<file path="config.mk">
export PLATFORM = sky130hd
export DESIGN_NAME = lifo_fifo_buffer
export DESIGN_NICKNAME = d
export VERILOG_FILES = /design/src/rtl/lifo_fifo_buffer.sv
export SDC_FILE = /design/constraint.sdc
export NUM_CORES = 1
export LEC_CHECK = 0
export ABC_AREA = 1
export CAP_MARGIN = 20
export CORE_AREA = 3 3 111 113
export CTS_BUF_LIST = sky130_fd_sc_hd__clkbuf_8
export DETAILED_ROUTE_END_ITERATION = 16
export DIE_AREA = 0 0 114 116
export PLACE_DENSITY = 0.67
export SETUP_SLACK_MARGIN = 0.3
export SYNTH_ARGS = -nofsm -noshare
export SYNTH_HDL_FRONTEND = slang
export SYNTH_SLANG_ARGS = --single-unit
export TNS_END_PERCENT = 30
</file>
<file path="constraint.sdc">
create_clock -name clock -period 6.5 [get_ports clock]
set_input_delay 1.3 -clock clock [delete_from_list [all_inputs] [get_ports clock]]
set_output_delay 1.3 -clock clock [all_outputs]
set_load 0.02 [all_outputs]
</file>
<file path="src/rtl/lifo_fifo_buffer.sv">
// Run-time selectable LIFO/FIFO buffer over a single storage array.
// Reports occupancy, full and empty, and keeps sticky overflow/underflow flags.
module lifo_fifo_buffer #(
  parameter  int DEPTH  = 6,
  parameter  int DATA_W = 10,
  localparam int CNT_W  = $clog2(DEPTH + 1)
) (
  input  logic              clock,
  input  logic              reset_n,
  input  logic              mode,
  input  logic              write,
  input  logic [DATA_W-1:0] datain,
  input  logic              read,
  input  logic              flush,
  input  logic              clear_err,
  output logic [DATA_W-1:0] dataout,
  output logic              val,
  output logic              full,
  output logic              empty,
  output logic [CNT_W-1:0]  count,
  output logic              mode_q,
  output logic              overflow,
  output logic              underflow
);

  localparam int PTR_W = $clog2(DEPTH);
  localparam logic [PTR_W-1:0] PTR_LAST = PTR_W'(DEPTH - 1);
  localparam logic [CNT_W-1:0] CNT_FULL = CNT_W'(DEPTH);

  logic [DATA_W-1:0] mem [DEPTH];

  logic [PTR_W-1:0]  wr_ptr_q, wr_ptr_d;
  logic [PTR_W-1:0]  rd_ptr_q, rd_ptr_d;
  logic [CNT_W-1:0]  count_q, count_d;
  logic [DATA_W-1:0] dataout_q, dataout_d;
  logic              val_q, val_d;
  logic              mode_lat_q, mode_lat_d;
  logic              overflow_q, overflow_d;
  logic              underflow_q, underflow_d;

  logic              is_full, is_empty;
  logic [PTR_W-1:0]  wr_next, rd_next, top_idx;
  logic              mem_we;
  logic [PTR_W-1:0]  mem_waddr;
  logic              push_acc;
  logic              ovf_evt, unf_evt;

  assign is_full  = (count_q == CNT_FULL);
  assign is_empty = (count_q == '0);

  assign wr_next = (wr_ptr_q == PTR_LAST) ? '0 : wr_ptr_q + 1'b1;
  assign rd_next = (rd_ptr_q == PTR_LAST) ? '0 : rd_ptr_q + 1'b1;
  // Stack top sits just below the write pointer, wrapping at slot 0.
  assign top_idx = (wr_ptr_q == '0) ? PTR_LAST : wr_ptr_q - 1'b1;

  always_comb begin
    wr_ptr_d  = wr_ptr_q;
    rd_ptr_d  = rd_ptr_q;
    count_d   = count_q;
    dataout_d = dataout_q;
    val_d     = 1'b0;
    mem_we    = 1'b0;
    mem_waddr = wr_ptr_q;
    push_acc  = 1'b0;
    ovf_evt   = 1'b0;
    unf_evt   = 1'b0;

    if (flush) begin
      wr_ptr_d = '0;
      rd_ptr_d = '0;
      count_d  = '0;
    end else begin
      unique case ({write, read})
        2'b10: begin
          if (!is_full) begin
            mem_we   = 1'b1;
            push_acc = 1'b1;
            wr_ptr_d = wr_next;
            count_d  = count_q + CNT_W'(1);
          end else begin
            ovf_evt = 1'b1;
          end
        end
        2'b01: begin
          if (!is_empty) begin
            val_d   = 1'b1;
            count_d = count_q - CNT_W'(1);
            if (mode_lat_q) begin
              dataout_d = mem[top_idx];
              wr_ptr_d  = top_idx;
            end else begin
              dataout_d = mem[rd_ptr_q];
              rd_ptr_d  = rd_next;
            end
          end else begin
            unf_evt = 1'b1;
          end
        end
        2'b11: begin
          if (is_empty) begin
            // No bypass: the word is stored and the read counts as an underflow.
            mem_we   = 1'b1;
            push_acc = 1'b1;
            wr_ptr_d = wr_next;
            count_d  = CNT_W'(1);
            unf_evt  = 1'b1;
          end else if (mode_lat_q) begin
            dataout_d = mem[top_idx];
            mem_we    = 1'b1;
            mem_waddr = top_idx;
            val_d     = 1'b1;
          end else begin
            dataout_d = mem[rd_ptr_q];
            mem_we    = 1'b1;
            push_acc  = 1'b1;
            wr_ptr_d  = wr_next;
            rd_ptr_d  = rd_next;
            val_d     = 1'b1;
          end
        end
        default: ;
      endcase
    end

    mode_lat_d  = (is_empty && !push_acc) ? mode : mode_lat_q;
    // A fresh error in the same cycle as clear_err keeps its flag set.
    overflow_d  = (overflow_q  & ~clear_err) | ovf_evt;
    underflow_d = (underflow_q & ~clear_err) | unf_evt;
  end

  always_ff @(posedge clock or negedge reset_n) begin
    if (!reset_n) begin
      wr_ptr_q    <= '0;
      rd_ptr_q    <= '0;
      count_q     <= '0;
      dataout_q   <= '0;
      val_q       <= 1'b0;
      mode_lat_q  <= 1'b0;
      overflow_q  <= 1'b0;
      underflow_q <= 1'b0;
    end else begin
      wr_ptr_q    <= wr_ptr_d;
      rd_ptr_q    <= rd_ptr_d;
      count_q     <= count_d;
      dataout_q   <= dataout_d;
      val_q       <= val_d;
      mode_lat_q  <= mode_lat_d;
      overflow_q  <= overflow_d;
      underflow_q <= underflow_d;
    end
  end

  always_ff @(posedge clock) begin
    if (mem_we) begin
      mem[mem_waddr] <= datain;
    end
  end

  assign dataout   = dataout_q;
  assign val       = val_q;
  assign full      = is_full;
  assign empty     = is_empty;
  assign count     = count_q;
  assign mode_q    = mode_lat_q;
  assign overflow  = overflow_q;
  assign underflow = underflow_q;

endmodule
</file>
======== After elaboration in Yosys (flattened, before gate mapping) ========
Memory sizes are Yosys's and may differ from the RTL's.
Index checks and enable logic that the tools add are counted.
storage, ports and cells
  output and inout bits ................... 19
  bits of input ports ..................... 17
  register bits ........................... 23
  memories ................................ 1
  word-level logic and storage cells ...... 84
  bits in writable memories ............... 60
operators by class
  bitwise gates (word level) .............. 7
  add/subtract/negate cells ............... 5
  mux-type cells .......................... 40
  eq/ne operators ......................... 12
  reduce and logical (&&, ||, !) cells .... 11
memory list
  name  depth  bits a word  read ports  clocked after memory_dff  write ports  line  source
  mem   6      10           2           0                         1            30    logic [DATA_W-1:0] mem [DEPTH];
operators with widths
  kind                 number
  $mux 3               19
  $pmux 3 s3           2
  $mux 1               16
  $mux 10              1
  $add 3x1->3 const B  3
  $eq 3x3->1 const B   3
  $ne 3x3->1 const B   3
  $reduce_and 3->1     3
  $logic_not 3->1      2
  $sub 3x1->3 const B  2
  $eq 2x2->1 const B   2
  $ne 2x2->1 const B   2
  $ne 4x4->1 const B   1
  $pmux 1 s2           2
  $reduce_and 4->1     1
  $reduce_bool 4->1    1
  $not 1->1            3
  $and 1x1->1          2
  $eq 2x1->1 const B   1
  $or 1x1->1           2
  $reduce_bool 2->1    1
  $reduce_or 2->1      1
  $logic_and 1x1->1    1
  $logic_not 1->1      1

======== Logic depth before layout (Yosys ltp) ========
  word-level depth ........................ 6
  mapped depth ............................ 14
  depth with buffers taken out ............ 12

======== Worst setup path before layout ========
OpenSTA, ideal clock, no wires.
  kind .................................... in2reg
  start ................................... input read
  end ..................................... memory mem[1][0] (enable)
  arrival time ............................ 2.447 ns
  data required time ...................... 6.124 ns
  slack ................................... 3.676 ns
  library setup time ...................... 0.376 ns
  path buffers ............................ 1
  stages on the path ...................... 7
  path through ............................ buf_4 > nand2_2 > nor2_4 > nand3_4 > o21ai_0 > nand2_1 > nor2_1
between the ends
  longest elaborated chain between the ends .. 5
  elaborated cells between the ends (all ways) .. 8
  those cells by class .................... eq/ne (2); mux (6)
RTL lines
  what                          line  source
  start: declaration            13    input logic read,
  $eq 2x2->1                    73    unique case ({write, read})
  $pmux 1 s2                    73
  $mux 1                        68    if (flush) begin
  $mux 1                        154   if (mem_we) begin
  $mux 1 (implied by the code)  155   mem[mem_waddr] <= datain;
  end: declaration              30
Parallel ways exist; a longest one is shown, timed or not.

======== Worst setup path in the final report ========
  start ................................... input flush
  end ..................................... memory mem[2][9] (enable)
between the ends
  longest elaborated chain between the ends .. 3
  elaborated cells between the ends (all ways) .. 4
  those cells by class .................... mux (4)
RTL lines
  what                          line  source
  start: declaration            14    input logic flush,
  $mux 1                        68
  $mux 1                        154
  $mux 1 (implied by the code)  155
Parallel ways exist; a longest one is shown, timed or not.

==> out/summary.log <==
qor: routing.drcViolationCount 0
qor: critical_path.crit_path_max_fanout 12
qor: clock_network.cts_max_path_buffers 2
qor: worst_hold_path.hold_start dataout[0]
qor: timing.max_freq 290 MHz
qor: synthesis.synth_edf_count 60
qor: timing.worst_clock_skew_on_the_final_layout 0.0152 ns
qor: critical_path.cp_data_required_time 6.49 ns
qor: place.place_congestion 0.837
qor: global_route.grt_pass1_vias 3,572
qor: floorplanning.rows 39
qor: clock_network.post_cts_resized 0
qor: routing.final_routed_wire_length_divided_by_cell_count 15.5 um
qor: pwr.reported_leakage_power 0.00239 uW
qor: floorplanning.die_width 114 um
qor: cells_and_area.finalNetCount 616
qor: worst_hold_path.timing.hold.worst_endpoint dataout[0]
qor: synthesis.sequential_element_share_of_the_synthesized_area 52.7%
qor: clock_network.cts.sinks 83
qor: global_route.total_routing_usage_reported_by_global_routing 18.3%
qor: pwr.power_density 369 nW/um2
qor: synthesis.synth.ff_latch_count 83
qor: floorplanning.core_region_area 11,400 um2
qor: worst_hold_path.hold_path.class reg2reg
qor: routing.antenna_violating_nets_post_route 0
qor: critical_path.worst-endpoint-arrival 3.44 ns
qor: synthesis.ys_dominant_reg_cell sky130_fd_sc_hd__edfxtp_1
qor: synthesis.syn_area_per_cell 7.85 um2
qor: timing.setup_violations 0
qor: floorplanning.pin_count 36
qor: cells_and_area.layout-drive-gt1-share 4.98%
qor: timing.maxSlewHeadroom 38.1%
qor: critical_path.timing.setup.critical_path_class in2reg
qor: timing.final.period_utilization 53.1%
qor: global_route.grt_first_pass_wirelength 18,700 um
qor: worst_hold_path.whs_path_depth 2
qor: routing.via_count 3,811
qor: place.buffer_ports.inserted 35
qor: global_route.pin_count_of_the_biggest_net_entering_global_routing 37
qor: routing.totalWireLength 11,600 um
qor: synthesis.yosys-top-cells-count 260 x sky130_fd_sc_hd__nand2_1, 60 x sky130_fd_sc_hd__edfxtp_1, 55 x sky130_fd_sc_hd__inv_1
qor: synthesis.netlist_top_cells_area sky130_fd_sc_hd__edfxtp_1 40%, sky130_fd_sc_hd__nand2_1 22%, sky130_fd_sc_hd__dfrtp_1 13%
qor: synthesis.yosysWarnings 0
qor: timing.finalCriticalPeriod 3.45 ns
qor: cells_and_area.nFillCells 1,113
qor: timing.report.final.slew_viol_count 0
qor: pwr.vdd.ir_drop.worst 0.198 mV
qor: critical_path.worst_r2r_path_depth 8
qor: synthesis.synth_largest_type_area_fraction 39.9%
qor: routing.drt_first_pass_iters 6
qor: timing.transition_time_of_the_tightest_slew_check_pin 0.926 ns
qor: clock_network.numCtsBuffers 9
qor: job.cap_violations 0
qor: clock_network.cts.clk_slew.worst_paths 0.09 ns
qor: synthesis.postSynth.asyncResetShare 27.7%
qor: critical_path.worst_r2r_dst mem[2][9]
qor: global_route.global_route.overflow_total 0
qor: routing.initialDrtViolationCount 474
qor: cells_and_area.syn2layout_area_growth 14.4%
qor: timing.grt_setup_unrepaired false
qor: synthesis.yosys.cell_count.top_type sky130_fd_sc_hd__nand2_1
qor: critical_path.cp-start-kind input port
qor: clock_network.cts_root_buf sky130_fd_sc_hd__clkbuf_8
qor: floorplanning.die_area 13,200 um2
qor: clock_network.number_of_buffers_inserted_by_post_cts_setup_repair 0
qor: timing.hold_viol_final 0
qor: synthesis.synth_area_leader_cell sky130_fd_sc_hd__edfxtp_1
qor: critical_path.worst-r2r-setup-slack 3.06 ns
qor: outcome.status finished clean
qor: clock_network.htree_levels 3
qor: synthesis.synthesis.instances 575
qor: cells_and_area.layout.core_utilization 45.2%
qor: synthesis.synth_area 4510 um2
qor: floorplanning.effective_utilization_at_floorplan 39.5%
qor: routing.detail_route.vias_per_cell 5.12
qor: clock_network.worst_skew_pair.late_latency 0.37 ns
qor: synthesis.yosys.cell_types.count 27
qor: clock_network.clock_tree_from_tritoncts done
qor: place.detailedPlacementHpwl 7750 um
qor: critical_path.regToRegStartpoint wr_ptr_q[0]
qor: timing.final.setup.tns 0 ns
qor: synthesis.mappedNetlistNets 594
qor: cells_and_area.antenna_diodes 0
qor: clock_network.ctsHoldBuffers 0
qor: global_route.grt_antenna_before_repair 0
qor: floorplanning.die_height 116 um
qor: critical_path.worst_setup_path_end_kind flip-flop
## final cells by class
class                   count  area [um2]  area share [%]
clock inverters             7        92.6            1.79
flip-flops and latches     83        2380            46.0
clock buffers               9         124            2.40
well taps                 143         179            3.46
inverters                  60         225            4.36
repair buffers             39         398            7.70
multi-input cells         404        1770            34.3
## registers in the layout (all words and copies together), names as in the netlist
register and cells:
val 1, wr_ptr_q 3, count 3, underflow 1, overflow 1, rd_ptr_q 3
mode_q 1, mem 60, dataout 10
## per-layer routing
layer,wire length (um),track usage (%),up-vias
met2,5150,27.2,134
met1,5450,26.9,1782
met3,859,3.71,11
met4,123,6.02,0
li1,-,-,1884
met5,0,0,-
## how the worst max path moves through the flow
stage | from | endpoint | slack [ns] | cells after the start
after global routing | flush | mem[2][4] | 2.74 | 6
after CTS | wr_ptr_q[0] | mem[2][4] | 3.02 | 8
after detailed placement | flush | mem[2][0] | 2.64 | 6
after floorplan | read | mem[1][0] | 3.68 | 7
final | flush | mem[2][9] | 3.05 | 6
after global placement | flush | mem[2][9] | 2.66 | 6
## worst max-delay path: stages
cell and delay [ns]:
sky130_fd_sc_hd__clkdlybuf4s50_1 0.52, sky130_fd_sc_hd__inv_1 0.31, sky130_fd_sc_hd__nand2_1 0.13, sky130_fd_sc_hd__nor2_1 0.24, sky130_fd_sc_hd__o211ai_1 0.19, sky130_fd_sc_hd__nor2_1 0.74
## metrics by stage
stage	total power (uW)	hold slack [ns]	std cells	worst slack [ns]	cell area (um2)
4_1_cts	1900	0.490	744	3.02	5140
6_report	1900	0.486	745	3.05	5160
3_3_place_gp	1470	0.462	728	2.66	4920
2_1_floorplan	1220	0.496	575	3.68	4510
3_5_place_dp	1490	0.465	728	2.64	4920
5_1_grt	2030	0.499	745	2.74	5160
## cells in the final DEF, fill, tap and decap left out, types with 3 or more instances in the layout
master and n:
sky130_fd_sc_hd__nand4_1 4, sky130_fd_sc_hd__or2_1 5, sky130_fd_sc_hd__buf_4 3, sky130_fd_sc_hd__o21ai_0 16
sky130_fd_sc_hd__inv_2 5, sky130_fd_sc_hd__dfrtp_1 23, sky130_fd_sc_hd__nand2_2 3, sky130_fd_sc_hd__edfxtp_1 60
sky130_fd_sc_hd__nand2_1 260, sky130_fd_sc_hd__clkdlybuf4s50_1 35, sky130_fd_sc_hd__clkbuf_8 9, sky130_fd_sc_hd__inv_1 56
sky130_fd_sc_hd__nand3_1 45, sky130_fd_sc_hd__nand3b_1 5, sky130_fd_sc_hd__nor2_1 16, sky130_fd_sc_hd__a21oi_1 38
## power by group
part / switching [uW] / total, uW / internal (uW)
sequential: 57.9 / 697 / 639
combinational: 528 / 788 / 260
clock: 202 / 418 / 216
## kinds of logic after synthesis
| family | Yosys count | synth area share, % |
|---|---|---|
| flops | 83 | 52.7 |
| simple gates | 342 | 31.4 |
| fa+ha+maj | 2 | 0.721 |
| compound gates | 59 | 6.85 |
| buf+inv | 88 | 8.12 |
| xor+xnor | 1 | 0.194 |
(Power assumes the default switching activity.)
